`src/rtl/swap_cmd_sequencer_pkg.sv`:
```
// Shared definitions for the swap command sequencer: FSM state encoding
// and the reserved scratch register address.
package swap_cmd_sequencer_pkg;

  typedef enum logic [1:0] {
    IDLE  = 2'd0,
    ISSUE = 2'd1,
    BUSY  = 2'd2
  } seq_state_t;

  localparam int unsigned SCRATCH_ADDR = 0;

endpackage

```
`src/rtl/swap_cmd_sequencer_fifo.sv`:
```
// Small synchronous FIFO with occupancy count, used to buffer swap requests.
// No bypass: a pushed entry becomes visible at the head one cycle later.
module sync_fifo_nbit #(
  parameter int n     = 14,
  parameter int depth = 4
) (
  input  logic                     clk,
  input  logic                     reset_n,
  input  logic                     push,
  input  logic [n-1:0]             push_data,
  input  logic                     pop,
  output logic [n-1:0]             pop_data,
  output logic                     full,
  output logic                     empty,
  output logic [$clog2(depth):0]   count
);

  localparam int pw = $clog2(depth);
  localparam logic [pw:0] full_count = depth[pw:0];

  logic [n-1:0]  mem [depth];
  logic [pw-1:0] wr_ptr;
  logic [pw-1:0] rd_ptr;
  logic          do_push;
  logic          do_pop;

  assign full     = (count == full_count);
  assign empty    = (count == '0);
  assign do_push  = push && !full;
  assign do_pop   = pop && !empty;
  assign pop_data = mem[rd_ptr];

  // Pointers wrap naturally because depth is a power of two.
  always_ff @(posedge clk or negedge reset_n) begin
    if (!reset_n) begin
      wr_ptr <= '0;
      rd_ptr <= '0;
      count  <= '0;
    end else begin
      if (do_push) wr_ptr <= wr_ptr + 1'b1;
      if (do_pop)  rd_ptr <= rd_ptr + 1'b1;
      case ({do_push, do_pop})
        2'b10:   count <= count + 1'b1;
        2'b01:   count <= count - 1'b1;
        default: count <= count;
      endcase
    end
  end

  always_ff @(posedge clk) begin
    if (do_push) mem[wr_ptr] <= push_data;
  end

endmodule

```
`src/rtl/swap_cmd_sequencer.sv`:
```
// Buffers swap requests, issues them as one-cycle swap pulses with stable
// operand addresses, and stalls host writes while a swap owns the register file.
module swap_cmd_sequencer
  import swap_cmd_sequencer_pkg::*;
#(
  parameter int address_width = 7,
  parameter int data_width    = 8,
  parameter int depth         = 4,
  parameter int swap_cycles   = 3
) (
  input  logic                      clk,
  input  logic                      reset_n,
  input  logic                      req_valid,
  output logic                      req_ready,
  input  logic [address_width-1:0]  req_addr_a,
  input  logic [address_width-1:0]  req_addr_b,
  input  logic                      host_we,
  input  logic [address_width-1:0]  host_address_w,
  input  logic [data_width-1:0]     host_data_w,
  output logic                      host_stall,
  output logic [address_width-1:0]  address_a,
  output logic [address_width-1:0]  address_b,
  output logic                      swap,
  output logic                      we,
  output logic [address_width-1:0]  address_w,
  output logic [data_width-1:0]     data_w,
  output logic                      busy,
  output logic                      done,
  output logic                      err_zero_addr,
  output logic [$clog2(depth):0]    pending
);

  localparam int cw = $clog2(swap_cycles + 2);
  localparam logic [address_width-1:0] scratch = address_width'(SCRATCH_ADDR);

  seq_state_t                  state;
  logic [cw-1:0]               cnt;
  logic                        fifo_full;
  logic                        fifo_empty;
  logic                        fifo_pop;
  logic                        fifo_push;
  logic                        accept;
  logic                        zero_req;
  logic [2*address_width-1:0]  head;

  assign req_ready = !fifo_full;
  assign accept    = req_valid && req_ready;
  assign zero_req  = (req_addr_a == scratch) || (req_addr_b == scratch);
  assign fifo_push = accept && !zero_req;
  assign fifo_pop  = (state == IDLE) && !fifo_empty;

  assign host_stall = busy || ((state == IDLE) && !fifo_empty);
  assign we         = host_we && !host_stall;
  assign address_w  = host_address_w;
  assign data_w     = host_data_w;

  sync_fifo_nbit #(
    .n     (2*address_width),
    .depth (depth)
  ) u_fifo (
    .clk       (clk),
    .reset_n   (reset_n),
    .push      (fifo_push),
    .push_data ({req_addr_a, req_addr_b}),
    .pop       (fifo_pop),
    .pop_data  (head),
    .full      (fifo_full),
    .empty     (fifo_empty),
    .count     (pending)
  );

  // done is registered, so it is raised one step ahead of the counter hitting 1.
  always_ff @(posedge clk or negedge reset_n) begin
    if (!reset_n) begin
      state     <= IDLE;
      cnt       <= '0;
      swap      <= 1'b0;
      busy      <= 1'b0;
      done      <= 1'b0;
      address_a <= '0;
      address_b <= '0;
    end else begin
      case (state)
        IDLE: begin
          if (!fifo_empty) begin
            state                  <= ISSUE;
            {address_a, address_b} <= head;
            swap                   <= 1'b1;
            busy                   <= 1'b1;
          end
        end
        ISSUE: begin
          state <= BUSY;
          swap  <= 1'b0;
          cnt   <= cw'(swap_cycles);
          done  <= (swap_cycles == 1);
        end
        BUSY: begin
          if (cnt == cw'(1)) begin
            state <= IDLE;
            busy  <= 1'b0;
            done  <= 1'b0;
          end else begin
            cnt  <= cnt - 1'b1;
            done <= (cnt == cw'(2));
          end
        end
        default: state <= IDLE;
      endcase
    end
  end

  always_ff @(posedge clk or negedge reset_n) begin
    if (!reset_n) err_zero_addr <= 1'b0;
    else          err_zero_addr <= accept && zero_req;
  end

endmodule

```
`config.mk`:
```
export PLATFORM = sky130hd
export DESIGN_NAME = swap_cmd_sequencer
export DESIGN_NICKNAME = d
export VERILOG_FILES = /design/src/rtl/swap_cmd_sequencer_pkg.sv /design/src/rtl/swap_cmd_sequencer_fifo.sv /design/src/rtl/swap_cmd_sequencer.sv
export SDC_FILE = /design/constraint.sdc
export NUM_CORES = 1
export LEC_CHECK = 0
export ABC_AREA = 1
export ABC_CLOCK_PERIOD_IN_PS = 3600
export BUFFER_PORTS_ARGS = -buffer_cell sky130_fd_sc_hd__buf_2
export CAP_MARGIN = 20
export CORE_MARGIN = 2
export CORE_UTILIZATION = 59
export CTS_CLUSTER_SIZE = 28
export DETAILED_ROUTE_END_ITERATION = 16
export PLACE_DENSITY = 0.84
export SKIP_CTS_REPAIR_TIMING = 1
export SLEW_MARGIN = 15
export SYNTH_ARGS = -nofsm -noshare
export SYNTH_HDL_FRONTEND = slang
export SYNTH_SLANG_ARGS = --single-unit
```
`constraint.sdc`:
```
create_clock -name clk -period 3.6 [get_ports clk]
set_clock_uncertainty 0.2 [all_clocks]
set_input_delay 0.72 -clock clk [delete_from_list [all_inputs] [get_ports clk]]
set_output_delay 0.72 -clock clk [all_outputs]
set_load 0.03 [all_outputs]
```
==> flow_metrics.py <==
metrics = {
    "logic_synthesis": {
        "synth_top_area_share_pct": 44.73,
        "synth_area_leader_cell": "edfxtp_1",
        "synth.distinct_cells": 28,
        "synth_fp_nets": 390,
        "synth.top_cells.by_area": "edfxtp_1 (45%), dfrtp_1 (20%), nand2_1 (6.2%)",
        "synth_area_sq_mm": 0.003760,
        "async_reset_ff_share_pct": 34.88,
        "syn_avg_cell_area_sq_um": 10.93,
        "synth-main-ff-cell": "edfxtp_1",
        "yosysWarnings": 0,
        "ys_ff_latch": 86,
        "synth_seq_area_share_pct": 64.69,
        "syn_inst": 344,
        "synth_edf_count": 56,
    },
    "floorplanning": {
        "rows": 29,
        "chipHeight_um": 83.83,
        "die_w_um": 83.83,
        "die_area_sq_mm": 0.007027,
        "ios": 72,
        "coreArea_sq_mm": 0.006241,
        "start_util_pct": 60.24,
    },
    "setup_path": {
        "worst_setup_path_start_kind": "flip-flop",
        "ff2ff_path_depth": 9,
        "cp_max_fo": 17,
        "critPathRequiredTime_ns": 2.68,
        "cp.arrival_ns": 1.68,
        "path_buf_inv": 2,
        "endpoint_kind": "output port",
        "critPathTopFamily": "simple AND/OR/NAND/NOR gates",
        "path_class": "reg2out",
        "crit-reg2reg-launch": "state[0]",
        "slowest_delay_ns": 0.37,
        "crit_chain": "inv_1 -> ha_1 -> nand2_4 -> nand2_1 -> nor2_1 -> buf_2",
        "setup.worst_path.start": "state[0]",
        "cp_slowest_cell": "dfrtp_1",
        "crit_cells": 6,
    },
    "clocking": {
        "clk_latency_ns": 0.35,
        "tritoncts": "built",
        "h-tree-depth": 3,
        "clkTransAtPathRegs_ns": 0.08,
        "cts_root_buffer": "clkbuf_8",
        "cts.sink_count": 86,
        "cts_buffer_depth": 2,
        "cts_buffers": 9,
    },
    "layout": {
        "drive_above_1_share_pct": 18.11,
        "final_nets": 422,
        "area_delta_synth_final_pct": 9.118,
        "fillers": 472,
        "fin_area_sq_mm": 0.004103,
        "n_antenna_cell": 0,
    },
    "timing": {
        "period_share_pct": 72.26,
        "drv_slew": 0,
        "whs_ns": 0.1882,
        "final.min_clock_period_ns": 2.602,
        "tns_ns": 0,
        "rsz0062_at_grt": "false",
        "finalSetupViolCount": 0,
        "maxSlewHeadroom_pct": 56.19,
        "max_freq_ghz": 0.3844,
        "finalHoldViolCount": 0,
        "tightest_slew_ns": 0.6571,
    },
    "routing": {
        "drt_pass1_iterations": 4,
        "final_antenna_net_count": 0,
        "vias": 2425,
        "initialDrtViolationCount": 193,
        "wl_per_cell_um": 15.12,
        "wirelength_mm": 6.925,
        "vias_per_cell": 5.295,
        "drc_errors": 0,
    },
    "min_path": {
        "hold_path.class": "in2async",
    },
    "pwr": {
        "p_leak_nw": 1.787,
        "power_density_mw_per_mm2": 903.0,
        "ir_drop_v": 0.0004902,
    },
    "global_routing": {
        "grt_usage_pct": 21.30,
        "grt_pass1_wl_mm": 11.54,
        "antenna_found_initial": 0,
        "overflow": 0,
        "grt_pass1_vias": 2394,
        "grt_max_degree": 31,
    },
    "run": {
        "cap_viol_max_count": 0,
    },
    "place": {
        "gp_congestion": 0.7836,
        "placed_area_sq_mm": 0.003909,
        "dp_hpwl_mm": 4.370,
        "port_buffers": 41,
    },
    "run_status": {
        "status": "complete, no violations",
    },
}
-- cell usage in the layout (no fill, tap or decap), types with 2 or more instances in the layout --
master,synthesis,layout
o21ai_0,23,23
dfrtp_1,30,30
edfxtp_1,56,56
buf_2,2,41
clkbuf_1,1,3
ha_1,12,12
nor2_1,61,61
nand3_1,5,5
nand2_1,62,62
o21ai_1,24,24
clkinvlp_4,0,2
a21oi_1,4,4
clkbuf_8,0,10
inv_2,2,2
buf_4,19,5
xor2_1,2,2
inv_1,25,25
xnor2_1,2,2
-- final cells by class --
type / instances / area (sq um) / share of cell area [%]
multi-input combinational: 205 / 1030 / 25.10
clock buffer: 13 / 148.9 / 3.629
inverter: 28 / 107.6 / 2.623
tap: 77 / 96.34 / 2.348
sequential: 86 / 2432 / 59.29
timing repair buffer: 46 / 242.7 / 5.916
clock inverter: 3 / 45.04 / 1.098
-- Yosys cell counts, types with 2 or more instances --
library cell	instances
buf_4	19
nand3_1	5
dfrtp_1	30
o21ai_1	24
nand2_1	62
xor2_1	2
a21oi_1	4
nor2_1	61
buf_2	2
edfxtp_1	56
ha_1	12
xnor2_1	2
inv_2	2
inv_1	25
o21ai_0	23
buf_6	3
-- final timing paths --
path | to | slack [ns]
setup reg to reg | u_fifo.count[2] | 1.18
hold / removal | busy | 0.19
hold reg to reg | address_a[5] | 0.28
max in group asynchronous | u_fifo.wr_ptr[0] | 2.58
setup / recovery | we | 1.0
min in group clk | address_a[5] | 0.28
-- metal layers --
| layer | up-vias | share of wire [%] | track usage (%) |
|---|---|---|---|
| met5 | - | 0 | 0 |
| li1 | 1184 | - | - |
| met3 | 15 | 6.1 | 3.561 |
| met2 | 83 | 51 | 34.11 |
| met4 | 0 | 2.3 | 11.29 |
| met1 | 1143 | 41 | 28.12 |
-- kinds of logic after synthesis --
kind of cell | count (synthesis) | share of synthesized area (%)
flops | 86 | 64.69
buf+inv | 53 | 7.920
simple gates | 133 | 14.14
compound gates | 54 | 7.488
xor+xnor | 4 | 0.9320
fa+ha+maj | 13 | 4.526
mux | 1 | 0.2995
-- state kept, by name, summed over array words and instances (netlist names) --
register       count
address_a          7
address_b          7
busy               1
cnt                3
done               1
err_zero_addr      1
state              2
swap               1
u_fifo.count       3
u_fifo.mem        56
u_fifo.rd_ptr      2
u_fifo.wr_ptr      2
-- worst register-to-register path: stages, from the launching register on --
cell     delay (ns)
dfrtp_1        0.37
inv_1          0.10
ha_1           0.26
nand2_4        0.21
inv_4          0.14
ha_1           0.27
fa_1           0.38
a21oi_1        0.12
o21ai_0        0.10
xor2_1         0.15
-- metrics by stage --
stage          std cells  setup WS, ns  utilization (%)  total power, mW
6_report             458        0.9985            65.74            3.705
5_1_grt              458        0.8395            65.74            3.970
4_1_cts              458        0.9916            65.74            3.719
3_5_place_dp         442        0.9918            62.63            3.040
3_3_place_gp         442         1.036            62.63            2.978
2_1_floorplan        344         1.089                -            2.711
-- power by group --
part / total (mW) / internal, mW / leakage [nW] / switching, mW
clock network: 0.665 / 0.341 / 0.0899 / 0.324
registers: 1.50 / 1.36 / 0.877 / 0.140
logic: 1.54 / 0.473 / 0.820 / 1.07
total: 3.70 / 2.17 / 1.79 / 1.53
Note: power is estimated with default switching activity, not from simulation.
